**src/rtl/pipeline_ctrl_pkg.sv**
```systemverilog
// Shared types and helpers for the pipeline stall/flush controller.
package pipeline_ctrl_pkg;

  typedef enum logic [1:0] {WARMUP, RUN, HALT} ctrl_state_t;

  localparam int STAGE_IF   = 0;
  localparam int STAGE_DP   = 1;
  localparam int MAX_STAGES = 32;

  typedef struct packed {
    logic       valid;
    logic [4:0] idx;
  } hs_t;

  // Index of the most significant set bit, with valid=0 for an all-zero vector.
  function automatic hs_t highest_set(input logic [MAX_STAGES-1:0] vec);
    hs_t r;
    r = '0;
    for (int i = 0; i < MAX_STAGES; i++) begin
      if (vec[i]) begin
        r.valid = 1'b1;
        r.idx   = 5'(i);
      end
    end
    return r;
  endfunction

endpackage

```
**src/rtl/stall_watchdog.sv**
```systemverilog
// Saturating count of consecutive stalled cycles with a sticky timeout flag.
module stall_watchdog #(
  parameter int STALL_TIMEOUT = 1024
) (
  input  logic clk,
  input  logic reset,
  input  logic enable,
  input  logic stalled,
  output logic stall_timeout
);

  localparam int CW = (STALL_TIMEOUT > 2) ? $clog2(STALL_TIMEOUT) : 1;
  localparam logic [CW-1:0] LIMIT = CW'(STALL_TIMEOUT - 1);

  logic [CW-1:0] count;

  // Count holds while disabled so a halt does not reset the stall history.
  always_ff @(posedge clk) begin
    if (reset) begin
      count         <= '0;
      stall_timeout <= 1'b0;
    end else if (enable) begin
      if (stalled) begin
        if (count != LIMIT) count <= count + CW'(1);
        if (count == LIMIT) stall_timeout <= 1'b1;
      end else begin
        count <= '0;
      end
    end
  end

endmodule

```
**src/rtl/pipeline_controller.sv**
```systemverilog
// Stall/flush sequencer for an in-order pipeline: warm-up hold, backward
// stall propagation with bubble insertion, deferred redirect flushes, halt.
module pipeline_controller
  import pipeline_ctrl_pkg::*;
#(
  parameter int NUM_STAGES    = 5,
  parameter int WARMUP_CYCLES = 1,
  parameter int STALL_TIMEOUT = 1024
) (
  input  logic                          clk,
  input  logic                          reset,
  input  logic [NUM_STAGES-1:0]         stall_req,
  input  logic                          flush_valid,
  input  logic [$clog2(NUM_STAGES)-1:0] flush_src,
  input  logic                          halt_req,
  output logic [NUM_STAGES-1:0]         stall,
  output logic [NUM_STAGES-1:0]         bubble,
  output logic [NUM_STAGES-1:0]         flush,
  output logic                          running,
  output logic                          stall_timeout
);

  localparam int SW = $clog2(NUM_STAGES);
  localparam int WW = (WARMUP_CYCLES > 1) ? $clog2(WARMUP_CYCLES) : 1;

  ctrl_state_t   state;
  logic [WW-1:0] warm_cnt;
  logic          pend_valid;
  logic [SW-1:0] pend_src;

  hs_t           hs;
  logic          new_ok;
  logic          cand_valid;
  logic [SW-1:0] cand_src;
  logic          fire;

  function automatic logic older_stalled(input logic [NUM_STAGES-1:0] req,
                                         input logic [SW-1:0] src);
    logic r;
    r = 1'b0;
    for (int j = 0; j < NUM_STAGES; j++)
      if (j >= int'(src) && req[j]) r = 1'b1;
    return r;
  endfunction

  // The older (larger-index) redirect supersedes a younger one.
  always_comb begin
    hs         = highest_set(MAX_STAGES'(stall_req));
    new_ok     = flush_valid && (flush_src != '0) && (int'(flush_src) < NUM_STAGES);
    cand_valid = pend_valid || new_ok;
    cand_src   = pend_src;
    if (new_ok && (!pend_valid || flush_src > pend_src)) cand_src = flush_src;
    fire = (state == RUN) && !reset && cand_valid && !older_stalled(stall_req, cand_src);
  end

  always_comb begin
    stall  = '0;
    bubble = '0;
    flush  = '0;
    if (reset || state != RUN) begin
      stall = '1;
    end else begin
      for (int i = 0; i < NUM_STAGES; i++) begin
        stall[i]  = hs.valid && (i <= int'(hs.idx));
        bubble[i] = hs.valid && (i == int'(hs.idx) + 1);
        if (fire && i < int'(cand_src)) begin
          flush[i]  = 1'b1;
          stall[i]  = 1'b0;
          bubble[i] = 1'b0;
        end
      end
    end
  end

  always_ff @(posedge clk) begin
    if (reset) begin
      state      <= WARMUP;
      warm_cnt   <= '0;
      pend_valid <= 1'b0;
      pend_src   <= '0;
    end else begin
      case (state)
        WARMUP: begin
          warm_cnt <= warm_cnt + WW'(1);
          if (warm_cnt == WW'(WARMUP_CYCLES - 1)) state <= RUN;
        end
        RUN: begin
          if (halt_req) state <= HALT;
          if (fire) begin
            pend_valid <= 1'b0;
          end else if (cand_valid) begin
            pend_valid <= 1'b1;
            pend_src   <= cand_src;
          end
        end
        HALT: begin
          if (!halt_req) state <= RUN;
          if (cand_valid) begin
            pend_valid <= 1'b1;
            pend_src   <= cand_src;
          end
        end
        default: state <= WARMUP;
      endcase
    end
  end

  assign running = (state == RUN);

  stall_watchdog #(.STALL_TIMEOUT(STALL_TIMEOUT)) u_watchdog (
    .clk           (clk),
    .reset         (reset),
    .enable        (state == RUN),
    .stalled       (|stall),
    .stall_timeout (stall_timeout)
  );

endmodule

```
**config.mk**
```make
export PLATFORM = sky130hd
export DESIGN_NAME = pipeline_controller
export DESIGN_NICKNAME = d
export VERILOG_FILES = /design/src/rtl/pipeline_ctrl_pkg.sv /design/src/rtl/stall_watchdog.sv /design/src/rtl/pipeline_controller.sv
export SDC_FILE = /design/constraint.sdc
export NUM_CORES = 1
export LEC_CHECK = 0
export CAP_MARGIN = 20
export CORE_MARGIN = 2
export CORE_UTILIZATION = 55
export CTS_CLUSTER_SIZE = 24
export DETAILED_ROUTE_END_ITERATION = 10
export PLACE_DENSITY = 0.89
export SYNTH_ARGS = -nofsm -noshare
export SYNTH_HDL_FRONTEND = slang
export SYNTH_SLANG_ARGS = --single-unit
```
**constraint.sdc**
```tcl
create_clock -name clk -period 7 [get_ports clk]
set_input_delay 1.05 -clock clk [delete_from_list [all_inputs] [get_ports clk]]
set_output_delay 1.05 -clock clk [all_outputs]
set_load 0.005 [all_outputs]
```
==> impl_metrics.tcl <==
set metrics [dict create \
    status "complete, no violations" \
    dpl-instance-area_um2 1700 \
    design_area_um2 1723 \
    timing.fmax_mhz 185.0 \
    p_clk_frac 0.147 \
    utilization 0.6955 \
    hold_path_class "register to register" \
    antenna_left 0 \
    cts_sinks 18 \
    startpoint "flush_src[0]" \
    routedWlPerCell_um 15.96 \
    gr-total-overflow 0 \
    cts_made_buffers 3 \
    tns_ns 0 \
    nets 226 \
    synthFlopType "dfxtp_1" \
    crit_path_start_kind "primary input" \
    comb_power_share 0.454 \
    maxCapViolations 0 \
    seq_area_frac_synth 0.2507 \
    yosysTopAreaCell "dfxtp_1" \
    grt_max_degree 22 \
    async_reset_ff_frac 0 \
    synth-edff-count 0 \
    reg2reg_slack_ns 4.02 \
    end_kind "output pin" \
    cp-endpoint "bubble[2]" \
    die_w_um 55.13 \
    worstPathRequired_ns 5.95 \
    p_int_uw 200.6 \
    drt_iter0_markers 55 \
    hold_viol 0 \
    p_seq_frac 0.399 \
    numPortBuffers 27 \
    grt_pass1_wl_um 5865 \
    arrival_ns 4.36 \
    p_leak_nw 0.6840 \
    max-vdd-ir-drop_mv 0.1922 \
    yosys_warnings 0 \
    grt_usage 0.2628 \
    synthToLayoutAreaGrowth_pct 19.84 \
    synth.top_cells.by_area "dfxtp_1, ha_1, nor2_1" \
    drive_gt1_frac 0.08333 \
    postCtsHoldBufs 0 \
    worstSkewPairLatency_ns 0.28 \
    cts_root_buf "clkbuf_4" \
    core_area_um2 2477 \
    die_area_um2 3039 \
    post-route-period-util 0.7724 \
    dr_total_vias 1465 \
    dieHeight_um 55.13 \
    yosysUniqueCellTypes 50 \
    setup_viol 0 \
    clock_skew_ns 0.002947 \
    max-slew-margin-rel 0.5838 \
    synth_area_um2 1438 \
    first_global_vias 1367 \
    syn-num-nets 201 \
    postCtsSetupBuffers 0 \
    htreeDepth 1 \
    cts_tree "done" \
    globalplace.congestion 0.8602 \
    p_switching_uw 129.1 \
    min_period_ns 5.407 \
    tightestPinTransition_ns 0.6224 \
    antenna_found_initial 0 \
    syn_inst 181 \
    critPathMaxFanout 6 \
    holdWs_ns 0.5107 \
    clk_path_buf_depth 2 \
    drt-vias-per-instance 6.261 \
    worst_r2r_path_depth 9 \
    path_class "primary input to output pin" \
    switching_share 0.3917 \
    synth_area_per_cell_um2 7.943 \
    layout_setup_ws_ns 1.593 \
    pin_count 29 \
    wl_um 3735 \
    drc 0 \
    initial_utilization 0.5803 \
    place_hpwl_um 2816 \
    final_cells 234 \
    synth_seq_cells 18 \
    synth_top_area_share 0.2507 \
    maxSlewViolCount 0 \
    power_density_nw_per_um2 191.4 \
    power_uw 329.7 \
    rows 18 \
    num_antenna_cells 0 \
    rsz0062_at_grt "no" \
    rr_endpoint "u_watchdog.count[1]" \
    cts_resized 0 \
    clk_pin_slew_ns 0.09 \
    dp_slack_ns 1.637 \
    dr.pass1.iters 5 \
    numPlacedInstances 231 \
    reg2reg_from "pend_src[2]" \
]
==> flip-flops by register name, summed over array words and instances (netlist names) <==
name	count
u_watchdog.count	10
warm_cnt	1
u_watchdog.stall_timeout	1
state	2
pend_src	3
pend_valid	1
==> worst min-delay path by stage <==
stage | from | end | slack [ns] | cells after the start
6_report | u_watchdog.stall_timeout | u_watchdog.stall_timeout | 0.51 | 2
3_3_place_gp | u_watchdog.stall_timeout | u_watchdog.stall_timeout | 0.45 | 2
2_1_floorplan | u_watchdog.stall_timeout | u_watchdog.stall_timeout | 0.45 | 2
3_5_place_dp | u_watchdog.stall_timeout | u_watchdog.stall_timeout | 0.49 | 2
4_1_cts | u_watchdog.stall_timeout | u_watchdog.stall_timeout | 0.52 | 2
5_1_grt | u_watchdog.count[1] | u_watchdog.count[1] | 0.55 | 1
==> metal layers <==
layer,GRT usage,part of all wire
met5,0,0
met4,0.09756,0.0075
met3,0.02688,0.066
met2,0.4881,0.51
met1,0.3081,0.41
==> worst max-delay path: stages <==
cell and delay [ns]:
clkdlybuf4s50_1 0.53, inv_1 0.08, ha_1 0.29, and3_1 0.16, o21ai_0 0.44, and3_4 0.33
mux2i_4 0.31, nor3_4 0.09, and3_1 0.20, nor4b_1 0.30, clkdlybuf4s50_1 0.57
==> synthesized netlist by cell type, drive strengths merged, types with 2 or more instances <==
cell type,n
clkbuf,4
nor3,10
or3,2
dfxtp,18
inv,11
ha,8
o21ai,10
nor2,20
nor2b,3
mux2i,4
nand4,2
a311oi,3
a21oi,10
buf,3
nand2b,7
nor3b,3
nand2,13
nand3,7
o41ai,4
or2,2
and2,2
nand3b,2
a31oi,4
and3,8
a32o,2
==> cell usage in the layout (no fill, tap or decap), types with 3 or more instances in the layout <==
master | Yosys | layout
a21oi_1 | 10 | 10
a311oi_1 | 3 | 3
a31oi_1 | 4 | 4
and3_1 | 7 | 7
clkbuf_4 | 0 | 3
clkdlybuf4s50_1 | 0 | 27
dfxtp_1 | 18 | 18
ha_1 | 8 | 8
inv_1 | 11 | 11
mux2i_1 | 3 | 3
nand2_1 | 13 | 13
nand2b_1 | 7 | 7
nand3_1 | 7 | 7
nor2_1 | 20 | 20
nor2b_1 | 3 | 3
nor3_1 | 6 | 6
nor3b_1 | 3 | 3
o21ai_0 | 10 | 10
o41ai_1 | 3 | 3
==> power by group through the flow <==
stage	sequential (mW)	combinational, mW	clock, mW
6_report	0.132	0.150	0.0484
5_1_grt	0.133	0.164	0.0540
4_1_cts	0.131	0.148	0.0510
3_5_place_dp	0.133	0.146	0
3_3_place_gp	0.131	0.138	0
2_1_floorplan	0.127	0.107	0
==> cells by family after synthesis <==
logic type / after synthesis / synth area share
AOI/OAI and AO/OA: 45 / 0.2350
xor gates and xnor gates: 1 / 0.006093
adders and majority gates: 8 / 0.06963
buffers and inverters: 18 / 0.06005
DFF: 18 / 0.2507
muxes: 4 / 0.03655
other: 1 / 0.002608
and+or+nand+nor: 86 / 0.3394
==> cell type report <==
cell class              instances  area, um^2
fillers                       189       754.5
repair buffers                 27       270.3
clock buffers                   3       22.52
inverters                      11       41.29
well taps                      30       37.54
multi-input cells             145       991.0
flip-flops and latches         18       360.3
(Power assumes the default switching activity.)
